File: config.mk
export PLATFORM = sky130hd
export DESIGN_NAME = alu_operand_a_stage_flat
export DESIGN_NICKNAME = d
export VERILOG_FILES = /design/src/rtl/riscv_pkg.sv /design/src/rtl/alu_operand_a_stage_if.sv /design/src/rtl/alu_operand_a_stage_fwd_select.sv /design/src/rtl/alu_operand_a_stage.sv /design/src/flat_wrapper.sv
export SDC_FILE = /design/constraint.sdc
export NUM_CORES = 1
export LEC_CHECK = 0
export ABC_AREA = 1
export CORE_ASPECT_RATIO = 2
export CORE_MARGIN = 2
export CORE_UTILIZATION = 31
export DETAILED_ROUTE_END_ITERATION = 6
export PLACE_DENSITY = 0.61
export SYNTH_ARGS = -nofsm -noshare
export SYNTH_HDL_FRONTEND = slang
export SYNTH_SLANG_ARGS = --single-unit
File: constraint.sdc
create_clock -name clk -period 2.2 [get_ports clk]
set_input_delay 0.33 -clock clk [delete_from_list [all_inputs] [get_ports clk]]
set_output_delay 0.33 -clock clk [all_outputs]
set_load 0.1 [all_outputs]
File: src/rtl/riscv_pkg.sv
// rtl/riscv_pkg.sv - shared datapath widths and ALU operand-A select encodings
package riscv_pkg;

  localparam int DEFAULT_DATA_WIDTH     = 32;
  localparam int DEFAULT_REG_ADDR_WIDTH = 5;
  localparam int DEFAULT_NUM_FWD        = 2;
  localparam int DEFAULT_CNT_WIDTH      = 16;

  typedef enum logic [1:0] {
    ALU_A_REG     = 2'b00,
    ALU_A_PC      = 2'b01,
    ALU_A_ZERO    = 2'b10,
    ALU_A_DEFAULT = 2'b11
  } alu_src_a_e;

  // Only the register encodings may pick up a forwarded result.
  function automatic logic is_reg_path(input logic [1:0] sel);
    return (sel == ALU_A_REG) || (sel == ALU_A_DEFAULT);
  endfunction

endpackage

File: src/rtl/alu_operand_a_stage_if.sv
// rtl/alu_operand_a_stage_if.sv - request, forwarding and result bundle of the operand-A stage
interface alu_operand_a_stage_if
  import riscv_pkg::*;
#(
  parameter int DATA_WIDTH     = DEFAULT_DATA_WIDTH,
  parameter int REG_ADDR_WIDTH = DEFAULT_REG_ADDR_WIDTH,
  parameter int NUM_FWD        = DEFAULT_NUM_FWD,
  parameter int CNT_WIDTH      = DEFAULT_CNT_WIDTH
);

  logic                          in_valid;
  logic                          in_ready;
  logic [DATA_WIDTH-1:0]         reg_data;
  logic [REG_ADDR_WIDTH-1:0]     rs1_addr;
  logic [DATA_WIDTH-1:0]         pc_current;
  logic [1:0]                    alu_src_a;
  logic [NUM_FWD-1:0]            fwd_reg_write;
  logic [NUM_FWD*REG_ADDR_WIDTH-1:0] fwd_rd_addr;
  logic [NUM_FWD*DATA_WIDTH-1:0] fwd_data;
  logic                          flush;
  logic                          out_valid;
  logic                          out_ready;
  logic [DATA_WIDTH-1:0]         alu_input_a;
  logic [NUM_FWD-1:0]            fwd_hit;
  logic [CNT_WIDTH-1:0]          fwd_count;

  modport master (
    output in_valid, reg_data, rs1_addr, pc_current, alu_src_a,
           fwd_reg_write, fwd_rd_addr, fwd_data, flush, out_ready,
    input  in_ready, out_valid, alu_input_a, fwd_hit, fwd_count
  );

  modport slave (
    input  in_valid, reg_data, rs1_addr, pc_current, alu_src_a,
           fwd_reg_write, fwd_rd_addr, fwd_data, flush, out_ready,
    output in_ready, out_valid, alu_input_a, fwd_hit, fwd_count
  );

endinterface

File: src/rtl/alu_operand_a_stage_fwd_select.sv
// rtl/alu_operand_a_stage_fwd_select.sv - priority match of rs1 against the forwarding sources
module fwd_select
  import riscv_pkg::*;
#(
  parameter int DATA_WIDTH     = DEFAULT_DATA_WIDTH,
  parameter int REG_ADDR_WIDTH = DEFAULT_REG_ADDR_WIDTH,
  parameter int NUM_FWD        = DEFAULT_NUM_FWD
) (
  input  logic [REG_ADDR_WIDTH-1:0]         rs1_addr,
  input  logic [NUM_FWD-1:0]                fwd_reg_write,
  input  logic [NUM_FWD*REG_ADDR_WIDTH-1:0] fwd_rd_addr,
  input  logic [NUM_FWD*DATA_WIDTH-1:0]     fwd_data,
  output logic [NUM_FWD-1:0]                hit,
  output logic                              any_hit,
  output logic [DATA_WIDTH-1:0]             data
);

  // Walk from the oldest source down so the youngest match overwrites the rest.
  always_comb begin
    hit     = '0;
    any_hit = 1'b0;
    data    = '0;
    for (int i = NUM_FWD - 1; i >= 0; i--) begin
      if (fwd_reg_write[i] &&
          (fwd_rd_addr[i*REG_ADDR_WIDTH +: REG_ADDR_WIDTH] == rs1_addr) &&
          (rs1_addr != '0)) begin
        hit     = '0;
        hit[i]  = 1'b1;
        any_hit = 1'b1;
        data    = fwd_data[i*DATA_WIDTH +: DATA_WIDTH];
      end
    end
  end

endmodule

File: src/rtl/alu_operand_a_stage.sv
// rtl/alu_operand_a_stage.sv - registered operand-A select with forwarding, handshake and hit counter
module alu_operand_a_stage
  import riscv_pkg::*;
#(
  parameter int DATA_WIDTH     = DEFAULT_DATA_WIDTH,
  parameter int REG_ADDR_WIDTH = DEFAULT_REG_ADDR_WIDTH,
  parameter int NUM_FWD        = DEFAULT_NUM_FWD,
  parameter int CNT_WIDTH      = DEFAULT_CNT_WIDTH
) (
  input  logic           clk,
  input  logic           reset,
  alu_operand_a_stage_if.slave bus
);

  localparam logic [CNT_WIDTH-1:0] CNT_MAX = {CNT_WIDTH{1'b1}};
  localparam logic [CNT_WIDTH-1:0] CNT_ONE = {{(CNT_WIDTH-1){1'b0}}, 1'b1};

  logic [NUM_FWD-1:0]    match_hit;
  logic                  match_any;
  logic [DATA_WIDTH-1:0] match_data;

  logic [DATA_WIDTH-1:0] sel_value;
  logic [NUM_FWD-1:0]    sel_hit;
  logic                  sel_any;

  logic                  valid_q;
  logic [DATA_WIDTH-1:0] data_q;
  logic [NUM_FWD-1:0]    hit_q;
  logic [CNT_WIDTH-1:0]  cnt_q;

  logic                  ready;
  logic                  accept;

  fwd_select #(
    .DATA_WIDTH     (DATA_WIDTH),
    .REG_ADDR_WIDTH (REG_ADDR_WIDTH),
    .NUM_FWD        (NUM_FWD)
  ) u_fwd_select (
    .rs1_addr      (bus.rs1_addr),
    .fwd_reg_write (bus.fwd_reg_write),
    .fwd_rd_addr   (bus.fwd_rd_addr),
    .fwd_data      (bus.fwd_data),
    .hit           (match_hit),
    .any_hit       (match_any),
    .data          (match_data)
  );

  always_comb begin
    sel_value = bus.reg_data;
    sel_hit   = '0;
    sel_any   = 1'b0;
    if (bus.alu_src_a == ALU_A_PC) begin
      sel_value = bus.pc_current;
    end else if (bus.alu_src_a == ALU_A_ZERO) begin
      sel_value = '0;
    end else if (is_reg_path(bus.alu_src_a) && match_any) begin
      sel_value = match_data;
      sel_hit   = match_hit;
      sel_any   = 1'b1;
    end
  end

  // Flush always frees the slot so a killed request never stalls upstream.
  assign ready  = bus.flush | ~valid_q | bus.out_ready;
  assign accept = bus.in_valid & ready & ~bus.flush;

  always_ff @(posedge clk or posedge reset) begin
    if (reset) begin
      valid_q <= 1'b0;
      data_q  <= '0;
      hit_q   <= '0;
      cnt_q   <= '0;
    end else if (bus.flush) begin
      valid_q <= 1'b0;
      hit_q   <= '0;
    end else if (accept) begin
      valid_q <= 1'b1;
      data_q  <= sel_value;
      hit_q   <= sel_hit;
      if (sel_any && (cnt_q != CNT_MAX)) begin
        cnt_q <= cnt_q + CNT_ONE;
      end
    end else if (valid_q && bus.out_ready) begin
      valid_q <= 1'b0;
    end
  end

  assign bus.in_ready    = ready;
  assign bus.out_valid   = valid_q;
  assign bus.alu_input_a = data_q;
  assign bus.fwd_hit     = hit_q;
  assign bus.fwd_count   = cnt_q;

endmodule

File: src/flat_wrapper.sv
// flat-port wrapper written by rule: the top's interface ports become plain ports
module alu_operand_a_stage_flat import riscv_pkg::*;
#(
  parameter int DATA_WIDTH     = DEFAULT_DATA_WIDTH,
  parameter int REG_ADDR_WIDTH = DEFAULT_REG_ADDR_WIDTH,
  parameter int NUM_FWD        = DEFAULT_NUM_FWD,
  parameter int CNT_WIDTH      = DEFAULT_CNT_WIDTH
)
  (clk, reset, bus_in_valid, bus_reg_data, bus_rs1_addr, bus_pc_current, bus_alu_src_a, bus_fwd_reg_write, bus_fwd_rd_addr, bus_fwd_data, bus_flush, bus_out_ready, bus_in_ready, bus_out_valid, bus_alu_input_a, bus_fwd_hit, bus_fwd_count);
  alu_operand_a_stage_if #(.DATA_WIDTH(DATA_WIDTH), .REG_ADDR_WIDTH(REG_ADDR_WIDTH), .NUM_FWD(NUM_FWD), .CNT_WIDTH(CNT_WIDTH)) bus_i ();
  input  logic clk;
  input  logic reset;
  input wire logic [$bits(bus_i.in_valid)-1:0] bus_in_valid;
  input wire logic [$bits(bus_i.reg_data)-1:0] bus_reg_data;
  input wire logic [$bits(bus_i.rs1_addr)-1:0] bus_rs1_addr;
  input wire logic [$bits(bus_i.pc_current)-1:0] bus_pc_current;
  input wire logic [$bits(bus_i.alu_src_a)-1:0] bus_alu_src_a;
  input wire logic [$bits(bus_i.fwd_reg_write)-1:0] bus_fwd_reg_write;
  input wire logic [$bits(bus_i.fwd_rd_addr)-1:0] bus_fwd_rd_addr;
  input wire logic [$bits(bus_i.fwd_data)-1:0] bus_fwd_data;
  input wire logic [$bits(bus_i.flush)-1:0] bus_flush;
  input wire logic [$bits(bus_i.out_ready)-1:0] bus_out_ready;
  output wire logic [$bits(bus_i.in_ready)-1:0] bus_in_ready;
  output wire logic [$bits(bus_i.out_valid)-1:0] bus_out_valid;
  output wire logic [$bits(bus_i.alu_input_a)-1:0] bus_alu_input_a;
  output wire logic [$bits(bus_i.fwd_hit)-1:0] bus_fwd_hit;
  output wire logic [$bits(bus_i.fwd_count)-1:0] bus_fwd_count;
  assign bus_i.in_valid = bus_in_valid;
  assign bus_i.reg_data = bus_reg_data;
  assign bus_i.rs1_addr = bus_rs1_addr;
  assign bus_i.pc_current = bus_pc_current;
  assign bus_i.alu_src_a = bus_alu_src_a;
  assign bus_i.fwd_reg_write = bus_fwd_reg_write;
  assign bus_i.fwd_rd_addr = bus_fwd_rd_addr;
  assign bus_i.fwd_data = bus_fwd_data;
  assign bus_i.flush = bus_flush;
  assign bus_i.out_ready = bus_out_ready;
  assign bus_in_ready = bus_i.in_ready;
  assign bus_out_valid = bus_i.out_valid;
  assign bus_alu_input_a = bus_i.alu_input_a;
  assign bus_fwd_hit = bus_i.fwd_hit;
  assign bus_fwd_count = bus_i.fwd_count;
  alu_operand_a_stage #(.DATA_WIDTH(DATA_WIDTH), .REG_ADDR_WIDTH(REG_ADDR_WIDTH), .NUM_FWD(NUM_FWD), .CNT_WIDTH(CNT_WIDTH)) u_core (.clk(clk), .reset(reset), .bus(bus_i));
endmodule
==> metrics.txt, run 1 <==
status completed; Remaining DRCs 0; Initial Util 31.9%; filler cell count 1281; ANT nets after route 0; pre-CTS setup slack 0.0232 ns; htree depth 2; via count 4757; asr flop ratio synth 100%; dominant cell type by area after synthesis dfrtp_1; register area share after synthesis 31.7%; slowest cell on the critical path dfrtp_2; routed len/inst 15.1 um; CTS buffer count 5; Hold Fails Final Rpt 0; reg2reg end u_core.bus.fwd_count[4]; Synth top cells by count 192 x nand2_1, 141 x inv_1, 87 x a21oi_1, 51 x dfrtp_1, 51 x nand3_1; Post-Syn Area per Cell 6.11 um^2; Slew Limit Fails 0; Critical Path Start Type flip-flop; Worst Path Buf+Inv 2; PD cells 571 nW/um^2; most area-consuming cells after synthesis dfrtp_1 32%, nand2_1 18%, inv_1 13%; worst setup margin 0.270 ns; I/O pin count 204; Critical path origin u_core.bus.fwd_count[0]; Int Power 2.00 mW; critical path capture point type flip-flop; CTS tree built; placed wire-length estimate 12100 um; Initial DRC Count 195; Fin Hold WS 0.385 ns; Worst Path Class, Setup reg2reg; Placement Cell Area 6230 um^2; Global Route Usage Sum 21.9%; nets 1017; Core Util, Final 50.5%; Max Root-Sink Buffers 2; distinct cell type count after synthesis 32; Combinational Power Share 48.1%; WL final 15300 um; final instance area 6370 um^2; Gate Count Post-Synth 658; initial antenna violation count 1; # setup viols final 0; Max Cap Violations 0; hold_buf cts 0; Clock Sinks 51; Port Buf Inserts 203; Pre-antenna DRT Iters 6; setup slack, reg-to-reg 0.27 ns; critical path's largest stage delay 0.40 ns; Synth Flop Type dfrtp_1; Reg clk slew, reported paths 0.07 ns; setup skew after layout 0.00326 ns; DIE HEIGHT 165 um; worst skew pair latency 0.29 ns; worst reg2reg startpoint u_core.bus.fwd_count[0]; syn nets 813; most common cell in the synthesized netlist nand2_1; period utilization 87.7%; RSZ-0062 raised after global routing false; Synth Cell Area 4020 um^2; relative slew slack 70.1%; synth-to-layout area growth 58.4%; largest net degree at the start of global routing 52; Hold Path Class in2async; data arrival time of the critical path 2.11 ns; Seq pwr share 30.5%; Cell Chain, Critical Path ha_1, nand3_1, inv_1, nand4_1, nor2_1, nand2_1, nand3_4, inv_2, nand3_1, nand2_1; routability congestion estimate 0.864; core area 12600 um^2; P_leak 3.33 nW; Clk pwr share 21.4%; Fin Setup TNS 0 ns; die width 84.6 um; post_cts resized 0; row count 58; sw frac 44.9%; Fmax achieved 518 MHz; total die area 14000 um^2; Root Driver clkbuf_16; vias in the first global route 4835; first-pass GRT wire length 24000 um; Period minus WS final 1.93 ns; delay-heaviest family, CP simple AND/OR/NAND/NOR gates; Remaining Overflow, GRT 0; Crit path required time 2.38 ns; proportion of layout cells with a drive suffix above 1 13.6%; Critical Path Fanout Max 10; peak supply drop 0.426 mV; Psw 1.63 mW; Setup Buffers After CTS 0; number of flops mapped to enable cells by yosys 0; share of the synthesized area in the top cell type 31.7%; flops & latches, synth 51; Via density 4.69; R2R cell count 10; yosys warns 0; Slew @ Worst Pin 0.445 ns
-- power groups by stage --
stage	logic (mW)	registers [mW]	clock network, mW
global route	1.85	1.13	0.836
global placement	1.74	1.12	0
floorplan	0.356	1.92	0
detailed placement	1.76	1.13	0
CTS	1.76	1.11	0.799
finish	1.75	1.11	0.776
-- state kept, by name, summed over array words and instances (netlist names) --
signal                  cells
u_core.bus.fwd_count       16
u_core.bus.alu_input_a     32
u_core.bus.fwd_hit          2
u_core.bus.out_valid        1
-- worst max path at each step --
stage / to / cells past startpoint
after floorplan: u_core.bus.fwd_count[12] / 7
after global placement: u_core.bus.alu_input_a[18] / 14
after detailed placement: u_core.bus.alu_input_a[6] / 14
after CTS: u_core.bus.fwd_count[4] / 10
after global routing: u_core.bus.alu_input_a[21] / 15
final: u_core.bus.fwd_count[4] / 10
-- cell families (layout without fill, tap and decap cells) --
group,after synthesis,after routing,share of synthesized area (%)
simple gates,310,310,33.1
flops,51,51,31.7
compound gates,104,104,13.9
xor+xnor,10,10,2.18
fa+ha+maj,3,3,0.933
buf+inv,180,385,18.1
other cells,0,1,0
-- per-layer routing --
| layer | vias up | global-route usage [%] | routed length, um |
|---|---|---|---|
| li1 | 2392 | - | - |
| met1 | 2146 | 22.1 | 5210 |
| met2 | 176 | 41.7 | 8440 |
| met3 | 43 | 3.73 | 889 |
| met4 | 0 | 11.7 | 785 |
| met5 | - | 0 | 0 |
-- worst register-to-register path: cells and delay by family, from the launching register on --
kind / cells / cell delay, ns
DFF: 1 / 0.40
adders and majority gates: 1 / 0.20
buffers and inverters: 2 / 0.23
and+or+nand+nor: 7 / 0.99
-- stage by stage --
| stage | instances | total power, mW |
|---|---|---|
| 2_1_floorplan | 658 | 2.28 |
| 3_3_place_gp | 1005 | 2.87 |
| 3_5_place_dp | 1005 | 2.89 |
| 4_1_cts | 1013 | 3.67 |
| 5_1_grt | 1014 | 3.81 |
| 6_report | 1014 | 3.64 |
-- layout make-up --
cell class | instances | area (um^2) | share of cell area, %
Timing Repair Buffer | 224 | 2160 | 33.9
Multi-Input combinational cell | 427 | 2030 | 31.8
Sequential cell | 51 | 1280 | 20.1
Inverter | 153 | 577 | 9.05
Tap cell | 150 | 188 | 2.95
Clock buffer | 7 | 133 | 2.08
Clock inverter | 1 | 5.00 | 0.0786
Antenna cell | 1 | 2.50 | 0.0393
-- cells in the final DEF (no fill, tap or decap), types with 3 or more instances in the layout --
master / n
nand2_2: 4
clkinv_1: 3
nor2_2: 4
ha_1: 3
nand4_1: 4
dfrtp_1: 49
inv_2: 9
xor2_1: 6
clkbuf_16: 5
nor2_1: 45
o21ai_1: 5
nand3_1: 49
nand2_1: 192
xnor2_1: 4
buf_12: 8
buf_4: 65
inv_1: 140
a21oi_1: 87
clkdlybuf4s50_1: 151
a21oi_2: 10
(Power assumes the default switching activity.)
==> run 2, diff against run 1 <==
Settings changed: CORE_UTILIZATION 31 to 41, PLACE_DENSITY 0.61 to 0.78.
Clock period 2.2 ns to 1.8 ns, I/O delays scaled along.
==> run 2 against run 1 <==
- sequential share of layout area fell by 1.2 points
- global-route usage grew 4.9 points
- combinational power is 27% higher
- sequential cell count unchanged
==> metrics.txt, run 2 (synthesis gave the netlist of run 1 again) <==
status completed; row count 51; first-pass GRT wire length 21900 um; Remaining Overflow, GRT 0; core area 9640 um^2; Initial Util 41.7%; routed wire length on met3 662 um; Remaining DRCs 0; Via density 4.80; die width 74.0 um; Initial DRC Count 230; placed wire-length estimate 11600 um; hold_buf cts 0; Max Cap Violations 0; Psw 2.04 mW; peak supply drop 0.567 mV; Int Power 2.51 mW; RSZ-0062 raised after global routing false; worst setup margin 0.111 ns; Period minus WS final 1.69 ns; Crit path required time 1.99 ns; via count 4856; initial antenna violation count 0; I/O pin count 204; PD cells 663 nW/um^2; critical path capture point type flip-flop; period utilization 93.8%; filler cell count 819; number of flip-flops in the largest register 32; setup skew after layout 0.00326 ns; met1 wire length 5010 um; routed len/inst 14.6 um; CTS tree built; P_leak 3.60 nW; data arrival time of the critical path 1.88 ns; power after layout 4.55 mW; Hold Fails Final Rpt 0; Fin Setup TNS 0 ns; Port Buf Inserts 203; Critical Path Fanout Max 9; Clock Sinks 51; Slew Limit Fails 0; Pre-antenna DRT Iters 4; Clk pwr share 21.2%; synth-to-layout area growth 70.6%; pre-CTS setup slack -0.274 ns; Critical Path Start Type flip-flop; Hold Path Class in2async; Seq pwr share 30.1%; Root Driver clkbuf_16; relative slew slack 57.4%; Combinational Power Share 48.7%; Reg clk slew, reported paths 0.07 ns; nets 1032; ANT nets after route 0; htree depth 2; sw frac 44.9%; proportion of layout cells with a drive suffix above 1 18.6%; Fmax achieved 592 MHz; vias in the first global route 4724; # setup viols final 0; largest net degree at the start of global routing 52; Highest Signal Layer met4; Max Root-Sink Buffers 2; worst skew pair latency 0.29 ns; Worst Path Class, Setup reg2reg; Global Route Usage Sum 26.8%; most common cell after layout, fill and taps aside nand2_1; routability congestion estimate 0.949; WL final 14700 um; DIE HEIGHT 144 um; Slew @ Worst Pin 0.634 ns; commonest non-fill, non-tap cells in the layout 190 x nand2_1, 138 x inv_1, 134 x clkdlybuf4s50_1; wire length on met2 8460 um; CTS buffer count 5; total die area 10700 um^2
run 2: cell count changes in the layout (fill, tap and decap cells not counted), sizes merged:
cell | previous run | this run
clkdlybuf4s50 | 151 | 134
dlymetal6s2s | 0 | 17
buf | 73 | 86
clkbuf | 7 | 6
clkinv | 4 | 3
clkinvlp | 0 | 1
inv | 150 | 151
nand2 | 197 | 198
nand3 | 52 | 53
run 2: per-stage QoR:
step	util, %	hold WS (ns)	instances	instance area (um^2)
global placement	68.0	0.503	995	6550
floorplan	-	0.430	658	4080
global route	71.2	0.366	1010	6860
finish	71.2	0.330	1011	6860
CTS	69.5	0.354	1003	6690
detailed placement	68.0	0.538	995	6550
run 2: path summary, 6_finish.rpt:
check,from,end,slack [ns],depth (start not counted)
setup / recovery,u_core.bus.fwd_count[5],u_core.bus.fwd_count[11],0.11,7
hold / removal,reset,u_core.bus.fwd_count[0],0.33,3
setup reg to reg,u_core.bus.fwd_count[5],u_core.bus.fwd_count[11],0.11,7
hold reg to reg,u_core.bus.fwd_hit[1],u_core.bus.fwd_hit[1],0.54,2
max in group asynchronous,reset,u_core.bus.fwd_count[7],1.19,3
min in group clk,u_core.bus.fwd_hit[1],u_core.bus.fwd_hit[1],0.54,2
run 2: power groups by stage:
stage | Clock (mW) | Sequential (mW) | Combinational [mW]
6_report | 0.964 | 1.37 | 2.22
5_1_grt | 1.02 | 1.39 | 2.33
2_1_floorplan | 0 | 2.35 | 0.438
4_1_cts | 0.992 | 1.37 | 2.20
3_5_place_dp | 0 | 1.39 | 2.19
3_3_place_gp | 0 | 1.39 | 2.17
run 2: worst max-delay path, cell delays in order, from the launching register on:
cell,delay [ns]
dfrtp_2,0.43
nand2_1,0.15
nor4_2,0.39
nand3_1,0.25
inv_2,0.16
nor2_8,0.07
nand2_1,0.08
nand2_1,0.05
run 2: final cells by class:
| cell class | instances | area [um^2] | area share (%) |
|---|---|---|---|
| repair buffers | 237 | 2550 | 37.1 |
| multi-input cells | 429 | 2130 | 31.0 |
| flip-flops and latches | 51 | 1290 | 18.8 |
| inverters | 153 | 582 | 8.48 |
| well taps | 132 | 165 | 2.41 |
| clock buffers | 6 | 129 | 1.88 |
| clock inverters | 2 | 12.5 | 0.182 |
| diodes | 1 | 2.50 | 0.0365 |
run 2: what timing repair did:
action | in CTS | in global routing
endpoints found under the hold margin | 0 | 0
setup endpoints to repair | 0 | 48
resized for setup | 0 | 39
setup buffers | 0 | 5
run 2: per-layer routing:
layer  track usage, %  vias to the layer above
met5                0                        -
met3             4.18                       41
li1                 -                     2420
met1             26.6                     2221
met2             51.4                      174
met4             12.8                        0
